**config.mk**
```make
export PLATFORM = sky130hd
export DESIGN_NAME = srl_sra_pipe32
export DESIGN_NICKNAME = d
export VERILOG_FILES = /design/src/rtl/srl_sra_pipe32_pkg.sv /design/src/rtl/srl_sra_pipe32_stage.sv /design/src/rtl/srl_sra_pipe32.sv
export SDC_FILE = /design/constraint.sdc
export NUM_CORES = 1
export LEC_CHECK = 0
export CORE_UTILIZATION = 58
export DETAILED_ROUTE_END_ITERATION = 10
export PLACE_DENSITY = 0.77
export SLEW_MARGIN = 20
export SYNTH_ARGS = -nofsm -noshare
export SYNTH_HDL_FRONTEND = slang
export SYNTH_SLANG_ARGS = --single-unit
```
**constraint.sdc**
```tcl
create_clock -name clock -period 2.8 [get_ports clock]
set_clock_uncertainty 0.1 [all_clocks]
set_input_delay 0.84 -clock clock [delete_from_list [all_inputs] [get_ports clock]]
set_output_delay 0.84 -clock clock [all_outputs]
set_load 0.1 [all_outputs]
```
**src/rtl/srl_sra_pipe32_pkg.sv**
```systemverilog
// Shared definitions for the pipelined right shifter: operand widths,
// shift-op encoding and the fill-bit helper used at pipeline entry.
package srl_sra_pipe32_pkg;

  localparam int SHAMT_W    = 5;
  localparam int DATA_W     = 32;
  localparam int NUM_STAGES = SHAMT_W;

  typedef enum logic {
    OP_SRL = 1'b0,
    OP_SRA = 1'b1
  } shift_op_e;

  // Bit shifted in from the left: sign bit for sra, zero for srl.
  function automatic logic fill_bit(input shift_op_e op, input logic [DATA_W-1:0] d);
    return (op == OP_SRA) ? d[DATA_W-1] : 1'b0;
  endfunction

endpackage

```
**src/rtl/srl_sra_pipe32_stage.sv**
```systemverilog
// One pipeline stage of the right shifter: a conditional shift by DIST
// followed by the stage register. The fill bit travels with the operand so
// every stage shifts in the same bit the first stage captured.
import srl_sra_pipe32_pkg::*;

module shift_right_stage #(
  parameter int DIST  = 16,
  parameter int TAG_W = 5
) (
  input  logic               clock,
  input  logic               reset,
  input  logic               flush,
  input  logic               en,
  input  logic               in_valid,
  input  logic               in_sel,
  input  logic [DATA_W-1:0]  in_data,
  input  logic [SHAMT_W-1:0] in_shamt,
  input  logic               in_fill,
  input  logic [TAG_W-1:0]   in_tag,
  output logic               out_valid,
  output logic [DATA_W-1:0]  out_data,
  output logic [SHAMT_W-1:0] out_shamt,
  output logic               out_fill,
  output logic [TAG_W-1:0]   out_tag
);

  logic               valid_reg;
  logic [DATA_W-1:0]  data_reg;
  logic [SHAMT_W-1:0] shamt_reg;
  logic               fill_reg;
  logic [TAG_W-1:0]   tag_reg;
  logic [DATA_W-1:0]  shifted_next;

  // Shift by DIST when this stage's shamt bit is set, otherwise pass through.
  always_comb begin
    shifted_next = in_data;
    if (in_sel) begin
      shifted_next = {{DIST{in_fill}}, in_data[DATA_W-1:DIST]};
    end
  end

  // Stage register: reset clears everything, flush kills only the valid,
  // and a stalled pipe simply holds its contents.
  always_ff @(posedge clock) begin
    if (reset) begin
      valid_reg <= 1'b0;
      data_reg  <= '0;
      shamt_reg <= '0;
      fill_reg  <= 1'b0;
      tag_reg   <= '0;
    end else if (flush) begin
      valid_reg <= 1'b0;
    end else if (en) begin
      valid_reg <= in_valid;
      data_reg  <= shifted_next;
      shamt_reg <= in_shamt;
      fill_reg  <= in_fill;
      tag_reg   <= in_tag;
    end
  end

  assign out_valid = valid_reg;
  assign out_data  = data_reg;
  assign out_shamt = shamt_reg;
  assign out_fill  = fill_reg;
  assign out_tag   = tag_reg;

endmodule

```
**src/rtl/srl_sra_pipe32.sv**
```systemverilog
// Pipelined 32-bit right barrel shifter (srl/sra) with valid/ready on both
// sides. Five stages shift by 16, 8, 4, 2, 1; the whole pipe stalls as one
// when the consumer is not ready, and flush drops everything in flight.
import srl_sra_pipe32_pkg::*;

module srl_sra_pipe32 #(
  parameter int TAG_W = 5
) (
  input  logic               clock,
  input  logic               reset,
  input  logic               flush,
  input  logic               in_valid,
  output logic               in_ready,
  input  logic [DATA_W-1:0]  in_data,
  input  logic [SHAMT_W-1:0] in_shamt,
  input  logic               in_arith,
  input  logic [TAG_W-1:0]   in_tag,
  output logic               out_valid,
  input  logic               out_ready,
  output logic [DATA_W-1:0]  out_data,
  output logic [TAG_W-1:0]   out_tag
);

  // Index 0 is the pipe input, index k+1 is the output of stage k.
  logic               valid_s [NUM_STAGES+1];
  logic [DATA_W-1:0]  data_s  [NUM_STAGES+1];
  logic [SHAMT_W-1:0] shamt_s [NUM_STAGES+1];
  logic               fill_s  [NUM_STAGES+1];
  logic [TAG_W-1:0]   tag_s   [NUM_STAGES+1];

  logic stall;
  logic stage_en;

  // Global stall: a result waiting at the output freezes every stage.
  always_comb begin
    stall    = valid_s[NUM_STAGES] & ~out_ready;
    stage_en = ~stall;
    in_ready = ~stall & ~flush & ~reset;
  end

  assign valid_s[0] = in_valid & in_ready;
  assign data_s[0]  = in_data;
  assign shamt_s[0] = in_shamt;
  assign fill_s[0]  = fill_bit(shift_op_e'(in_arith), in_data);
  assign tag_s[0]   = in_tag;

  genvar gi;
  generate
    for (gi = 0; gi < NUM_STAGES; gi++) begin : g_stage
      shift_right_stage #(
        .DIST  (1 << (NUM_STAGES - 1 - gi)),
        .TAG_W (TAG_W)
      ) u_stage (
        .clock     (clock),
        .reset     (reset),
        .flush     (flush),
        .en        (stage_en),
        .in_valid  (valid_s[gi]),
        .in_sel    (shamt_s[gi][SHAMT_W-1-gi]),
        .in_data   (data_s[gi]),
        .in_shamt  (shamt_s[gi]),
        .in_fill   (fill_s[gi]),
        .in_tag    (tag_s[gi]),
        .out_valid (valid_s[gi+1]),
        .out_data  (data_s[gi+1]),
        .out_shamt (shamt_s[gi+1]),
        .out_fill  (fill_s[gi+1]),
        .out_tag   (tag_s[gi+1])
      );
    end
  endgenerate

  assign out_valid = valid_s[NUM_STAGES];
  assign out_data  = data_s[NUM_STAGES];
  assign out_tag   = tag_s[NUM_STAGES];

endmodule

```
After elaboration in Yosys (flattened, before gate mapping)
Index checks and enable logic that the tools add are counted.
{"block": "classes", "bitwise_logic": 8, "n_mux": 6, "reduce_logical": 2}
{"operator": "$mux W32", "n": 5}
{"operator": "$and A1 B1 Y1", "n": 4}
{"operator": "$not A1 Y1", "n": 4}
{"operator": "$reduce_and A2 Y1", "n": 1}
{"operator": "$reduce_or A2 Y1", "n": 1}
{"operator": "$mux W1", "n": 1}
{"block": "totals", "regBits": 204, "inputBits": 48}

Depth between registers and ports, before layout
Gate-level depths: netlist of run 1.
{"block": "depth", "ltp_word": 6, "depth_mapped": 6, "mapped_depth_nobuf": 3}

Modules after synthesis
From an unflattened synthesis of run 1, not the netlist that was laid out.
{"block": "unflattened", "hier_cells": 982, "area_unflattened_um2": 9626.7}
{"module": "shift_right_stage (g_stage[2].u_stage ...)", "instances": 2, "cells_each": 195, "area_each_um2": 1893.1}
{"module": "shift_right_stage (g_stage[0].u_stage)", "instances": 1, "cells_each": 196, "area_each_um2": 1991.9}
{"module": "shift_right_stage (g_stage[3].u_stage)", "instances": 1, "cells_each": 196, "area_each_um2": 1903.1}
{"module": "shift_right_stage (g_stage[1].u_stage)", "instances": 1, "cells_each": 195, "area_each_um2": 1901.8}
{"module": "srl_sra_pipe32", "instances": 1, "cells_each": 5, "area_each_um2": 43.8}

Worst setup path before layout of run 1
OpenSTA, ideal clock, no wires.
{"block": "synth_timing", "kind": "input -> output", "from": "in flush", "to": "out in_ready", "arrival_ps": 2165, "path_slack_ps": -305, "cell_stages": 6, "path_cell_list": "or2_1 -> buf_2 -> nand2b_4 -> buf_6 -> buf_6 -> inv_1"}
{"block": "synth_between", "elab_chain_len": 3}
{"item": "from (decl)", "line": "srl_sra_pipe32.sv:11", "text": "input logic flush,"}
{"item": "$not A1 Y1 (no line)"}
{"item": "$and A1 B1 Y1 (2 in series)", "line": "srl_sra_pipe32.sv:38", "text": "in_ready = ~stall & ~flush & ~reset;"}
{"item": "to (decl)", "line": "srl_sra_pipe32.sv:13", "text": "output logic in_ready,"}
Every way passes these cells.

Final worst setup path of run 1
{"block": "layout_timing", "from": "in out_ready", "to": "out in_ready"}
{"block": "layout_between", "elab_chain_len": 5}
{"item": "from (decl)", "line": "srl_sra_pipe32.sv:19", "text": "input logic out_ready,"}
{"item": "$not A1 Y1", "line": "srl_sra_pipe32.sv:36", "text": "stall = valid_s[NUM_STAGES] & ~out_ready;"}
{"item": "$and A1 B1 Y1", "line": "srl_sra_pipe32.sv:36"}
{"item": "$not A1 Y1 (no line)"}
{"item": "$and A1 B1 Y1 (2 in series)", "line": "srl_sra_pipe32.sv:38"}
Every way passes these cells.

==> flow_metrics.py, run 1 <==
metrics = {
    "status": {
        "outcome": "completed",
    },
    "power_and_ir_drop": {
        "vdd_ir_drop_max_uv": 402,
        "total_power_mw": 6.81,
        "p_sw_share_pct": 26.1,
        "switching_power_mw": 1.78,
        "power_frac_comb_pct": 12.8,
        "p_int_mw": 5.04,
        "power_frac_clock_pct": 39.9,
        "total_leakage_power_nw": 3.52,
        "seq_power_share_pct": 47.2,
        "power.density_nw_per_um2": 642,
    },
    "clock_network": {
        "insertion_delay_ns": 0.49,
        "cts_buffer_depth": 3,
        "path_clk_slew_ns": 0.06,
        "cts_tree": "yes",
        "cts_root_buf": "clkbuf_16",
        "cts_sinks": 204,
        "cts_inserted_buffers": 21,
        "cts_max_level": 1,
        "holdBufCountCts": 0,
    },
    "final_layout": {
        "num-fill-cells": 1259,
        "drive_gt1_share_pct": 12.1,
        "fin_nets": 1007,
        "diodes": 0,
        "area_growth_pct": 13.5,
        "stdcell_count": 1189,
        "final_area_um2": 10600,
        "layout_common_cells": "dfxtp_1, a21oi_1, mux2i_1, a311oi_1, buf_4",
        "layout_commonest_cell": "dfxtp_1",
    },
    "logic_synthesis": {
        "syn_area_per_cell_um2": 9.51,
        "yosysTopAreaCell": "dfxtp_1",
        "synth_area_um2": 9350,
        "yosysSeqAreaShare_pct": 43.7,
        "synth-seq-cells": 204,
        "synth_area_leaders": "dfxtp_1, mux2i_1, a311oi_1",
        "syn-num-nets": 1031,
        "postSynthCellCount": 983,
        "synth.distinct_cells": 23,
        "netlist.area_leader.share_pct": 43.7,
        "yosysWarnings": 0,
    },
    "detailed_routing": {
        "viasPerCell": 6.05,
        "wire_per_inst_um": 16.5,
        "ant_nets": 0,
        "drc": 0,
        "totalWireLength_um": 19600,
        "drtPass1Iterations": 7,
        "drtIter0Drc": 741,
        "num_vias": 7197,
    },
    "sta": {
        "worst_pin_slew_ns": 0.985,
        "hold_violations": 0,
        "worst_slack_ns": 0.0623,
        "fin_crit_ns": 2.74,
        "slew_violations": 0,
        "fmax_mhz": 365,
        "setup_viol": 0,
        "slew_headroom_pct": 34.3,
        "rsz0062_at_grt": "no",
        "finalCritPeriodShare_pct": 97.8,
    },
    "hold_path": {
        "hp-start": "g_stage[0].u_stage.out_valid",
        "hold_class": "register to register",
    },
    "place": {
        "dpl_worst_slack_ns": -0.0664,
        "placed_area_um2": 9950,
        "dp_hpwl_um": 12000,
        "post-place-cells": 1152,
        "gp_congestion": 0.791,
        "port_buffers": 86,
    },
    "floorplan": {
        "start_util_pct": 59.1,
        "die_y_um": 129,
        "pin_count": 87,
        "die-area_um2": 16600,
        "design.core.area_um2": 15800,
        "rows": 46,
        "die-width_um": 129,
    },
    "grt": {
        "antenna_found_initial": 0,
        "gr-usage-all-layers_pct": 23.5,
        "grt_pass1_vias": 6192,
        "grt_remaining_overflow": 0,
        "grt_max_degree": 200,
        "grt_pass1_wl_um": 32100,
    },
    "worst_setup_path": {
        "setup.worst_path.start": "out_ready",
        "crit_path_top_delay_cell": "clkdlybuf4s50_1",
        "path_buf_inv": 3,
        "crit_family": "buffers and inverters",
        "end_kind": "primary output",
        "cp.arrival_ns": 1.80,
        "worstPathRequired_ns": 1.86,
        "r2r_start": "g_stage[0].u_stage.out_shamt[3]",
        "cpMostUsedCell": "nand2b_4",
        "cp-start-kind": "input port",
        "crit_chain": "clkdlybuf4s50_1 -> nand2b_4 -> nand2b_4 -> clkinvlp_4 -> buf_12",
        "max_stage_delay_ns": 0.49,
        "crit_fanout": 2,
        "crit_type": "input port to primary output",
    },
    "run": {
        "cap_violations": 0,
    },
}
-- kinds of logic (layout without fill, tap and decap cells) --
group | Yosys count | after routing | synth area share, %
flops | 204 | 204 | 43.7
simple gates | 83 | 83 | 4.45
mux | 144 | 144 | 15.4
buf+inv | 163 | 153 | 8.84
compound gates | 389 | 389 | 27.6
-- state kept, by name (all words and copies together) (netlist names) --
signal,count
g_stage.u_stage.out_data,160
g_stage.u_stage.out_tag,25
g_stage.u_stage.out_shamt,10
g_stage.u_stage.out_valid,5
g_stage.u_stage.out_fill,4
-- worst min-delay path, cell delays in order (launching register included) --
cell and delay [ns]:
dfxtp_1 0.31, nand2_1 0.05, a21oi_1 0.05
-- cell usage after synthesis --
library cell	count
nand2_1	23
nor2_1	2
or2_1	1
a21oi_1	188
buf_4	36
o2111ai_1	1
nand3_1	38
o21ai_0	40
nand4_1	1
a311oi_1	144
buf_2	52
mux2i_1	144
clkbuf_1	69
inv_1	3
nand2b_1	16
a22oi_1	6
nand2b_4	1
a22oi_2	9
a311oi_2	1
buf_6	2
nor2b_1	1
buf_1	1
dfxtp_1	204
-- metrics by stage --
step / utilization, % / TNS, ns / hold WS (ns)
after global placement: 62.9 / -0.0505 / 0.337
after global routing: 67.1 / 0 / 0.361
after detailed placement: 62.9 / -0.0664 / 0.342
final: 67.1 / 0 / 0.349
after floorplan: - / -0.0401 / 0.331
after CTS: 67.1 / 0 / 0.350
-- routing by layer --
| metal | global-route usage (%) | wire [um] | share of wire [%] |
|---|---|---|---|
| met1 | 34.5 | 9330 | 48 |
| met2 | 35.3 | 8920 | 46 |
| met3 | 3.45 | 875 | 4.5 |
| met4 | 7.75 | 463 | 2.4 |
| met5 | 0 | 0 | 0 |
-- power groups by stage --
stage          logic (mW)  registers, mW  clock network [mW]
2_1_floorplan       0.716           3.22                   0
3_3_place_gp        0.861           3.28                   0
3_5_place_dp        0.874           3.28                   0
4_1_cts             0.877           3.22                2.77
5_1_grt             0.944           3.24                2.88
6_report            0.875           3.22                2.72
-- path summary, 6_finish.rpt --
kind / to / slack [ns] / cells after the start
max: in_ready / 0.06 / 5
min: g_stage[0].u_stage.out_valid / 0.35 / 2
max reg2reg: g_stage[1].u_stage.out_data[16] / 1.01 / 3
min reg2reg: g_stage[0].u_stage.out_valid / 0.35 / 2
-- timing repair --
action / in CTS / in global routing
resized for setup: 1 / 0
setup endpoints to repair: 1 / 0
setup buffers: 0 / 0
endpoints found under the hold margin: 0 / 0
-- final cells by class --
| class | instances | area, um^2 | area share (%) |
|---|---|---|---|
| inverter | 3 | 22.5 | 0.212 |
| sequential | 204 | 4090 | 38.5 |
| clock inverter | 8 | 93.8 | 0.884 |
| multi-input combinational | 616 | 4450 | 41.9 |
| tap | 216 | 270 | 2.55 |
| clock buffer | 29 | 576 | 5.42 |
| timing repair buffer | 113 | 1110 | 10.5 |
No activity file was read; power rests on OpenSTA's default activity.
==> run 2: changes to the inputs <==
SYNTH_HIERARCHICAL = 1   (was not set)
==> run 2 against run 1 <==
Against the previous run: sequential power barely moved; synthesized cell count fell by 6.6%; largest cell class unchanged; worst hold slack got worse by 0.0025 ns; via count fell by 13%; clock power barely moved; total power rose by 0.18%; wire length fell by 15%; critical endpoint unchanged; largest power group unchanged; non-clock buffer count fell by 7; cell area fell by 1.6%; first-iteration DRC count fell by 51%.
==> flow_metrics.py, run 2 <==
metrics = {
    "detailed_routing": {
        "m1WireLength_um": 8760,
        "viasPerCell": 5.29,
        "drc": 0,
        "ant_nets": 0,
        "num_vias": 6254,
        "wl_met3_um": 482,
        "drtPass1Iterations": 5,
        "drtIter0Drc": 363,
        "top_layer": "met4",
        "wire_per_inst_um": 14.2,
        "totalWireLength_um": 16700,
        "wl_met2_um": 7280,
    },
    "grt": {
        "gr-usage-all-layers_pct": 20.9,
        "grt_max_degree": 195,
        "grt_pass1_vias": 5589,
        "grt_pass1_wl_um": 28200,
        "grt_remaining_overflow": 0,
        "antenna_found_initial": 0,
    },
    "sta": {
        "finalSetupTns_ns": 0,
        "slew_violations": 0,
        "rsz0062_at_grt": "no",
        "setup_viol": 0,
        "worst_slack_ns": 0.0683,
        "hold_violations": 0,
        "fin_crit_ns": 2.73,
        "slew_headroom_pct": 31.8,
        "fmax_mhz": 366,
        "finalCritPeriodShare_pct": 97.6,
        "worst_pin_slew_ns": 1.02,
    },
    "power_and_ir_drop": {
        "total_leakage_power_nw": 3.70,
        "vdd_ir_drop_max_uv": 426,
        "power.density_nw_per_um2": 654,
    },
    "clock_network": {
        "cts_inserted_buffers": 21,
        "cts_max_level": 1,
        "cts_tree": "yes",
        "holdBufCountCts": 0,
        "cts_buffer_depth": 3,
        "cts_sinks": 204,
        "cts_resized": 0,
        "path_clk_slew_ns": 0.06,
        "cts_root_buf": "clkbuf_16",
        "post_cts_buffers": 0,
        "insertion_delay_ns": 0.48,
    },
    "place": {
        "gp_congestion": 0.751,
        "port_buffers": 86,
        "dpl_worst_slack_ns": 0.0787,
        "placed_area_um2": 9760,
        "dp_hpwl_um": 10900,
        "post-place-cells": 1146,
    },
    "final_layout": {
        "stdcell_count": 1183,
        "num-fill-cells": 1197,
        "layout_commonest_cell": "dfxtp_1",
        "area_growth_pct": 14.8,
        "fin_util_pct": 68.4,
        "final_area_um2": 10400,
        "drive_gt1_share_pct": 17.2,
        "multi_input_area_um2": 4380,
        "layout_common_cells": "dfxtp_1, nor2_1, mux2i_1",
        "diodes": 0,
        "largest_reg_flops": 160,
        "fin_nets": 1006,
        "ff_latch_area_um2": 4090,
    },
    "worst_setup_path": {
        "cp-start-kind": "input port",
        "crit_type": "input port to primary output",
        "crit_fanout": 2,
        "cp.arrival_ns": 1.79,
        "end_kind": "primary output",
        "worstPathRequired_ns": 1.86,
    },
    "logic_synthesis": {
        "syn-num-nets": 966,
        "syn_area_per_cell_um2": 9.91,
        "postSynthCellCount": 918,
        "yosysWarnings": 6,
        "synth_area_um2": 9100,
    },
    "floorplan": {
        "design.core.area_um2": 15300,
        "start_util_pct": 59.6,
        "pin_count": 87,
        "rows": 45,
        "die_y_um": 127,
        "die-area_um2": 16200,
        "die-width_um": 127,
    },
    "status": {
        "outcome": "completed",
    },
    "hold_path": {
        "hold_class": "register to register",
    },
    "run": {
        "cap_violations": 0,
    },
}
[run 2: cell types whose count changed in the layout (fill, tap and decap cells not counted), sizes merged, moves of 7 or more]
cell,before,now
a21oi,188,41
a311oi,145,2
nand2,23,79
nor2,2,160
nand2b,17,30
o21ai,40,0
a22oi,15,0
a211oi,0,158
buf,67,60
nand3,38,0
[run 2: worst paths after layout]
check	from	end	slack, ns	depth (start not counted)
setup reg to reg	g_stage[4].u_stage/out_valid	g_stage[4].u_stage/out_data[27]	1.04	7
hold reg to reg	g_stage[2].u_stage/out_shamt[0]	g_stage[3].u_stage/out_shamt[0]	0.35	2
hold / removal	g_stage[2].u_stage/out_shamt[0]	g_stage[3].u_stage/out_shamt[0]	0.35	2
setup / recovery	flush	in_ready	0.07	3
[run 2: critical path, stage by stage]
cell             delay, ns
clkdlybuf4s50_1       0.50
nor3_4                0.25
buf_12                0.20
[run 2: power breakdown]
part	internal [mW]	switching, mW	leakage [nW]
Sequential	3.07	0.124	1.68
Combinational	0.339	0.583	1.68
Clock	1.66	1.05	0.338
Total	5.07	1.76	3.70
[run 2: cell type report]
cell class              instances  share of cell area [%]
clock inverters                 3                   0.383
inverters                       1                  0.0359
flip-flops and latches        204                    39.1
clock buffers                  34                    6.17
repair buffers                106                    9.84
well taps                     211                    2.53
multi-input cells             624                    41.9
[run 2: per-stage QoR]
stage                     power, mW  hold slack (ns)
after detailed placement       4.18            0.337
after global placement         4.17            0.337
final                          6.83            0.347
after floorplan                3.96            0.332
after CTS                      6.89            0.346
after global routing           7.10            0.364
[run 2: per-layer routing]
| layer | vias up | track usage, % |
|---|---|---|
| met5 | - | 0 |
| met4 | 0 | 4.97 |
| met3 | 17 | 2.47 |
| met2 | 108 | 31.3 |
| met1 | 2808 | 31.9 |
| li1 | 3321 | - |
==> run 3: changes to the inputs <==
CAP_MARGIN = 20   (was not set)
GPL_ROUTABILITY_DRIVEN = 0   (was not set)
==> results of run 3 <==
The final DEF is identical to that of run 2; final timing and power are the same.
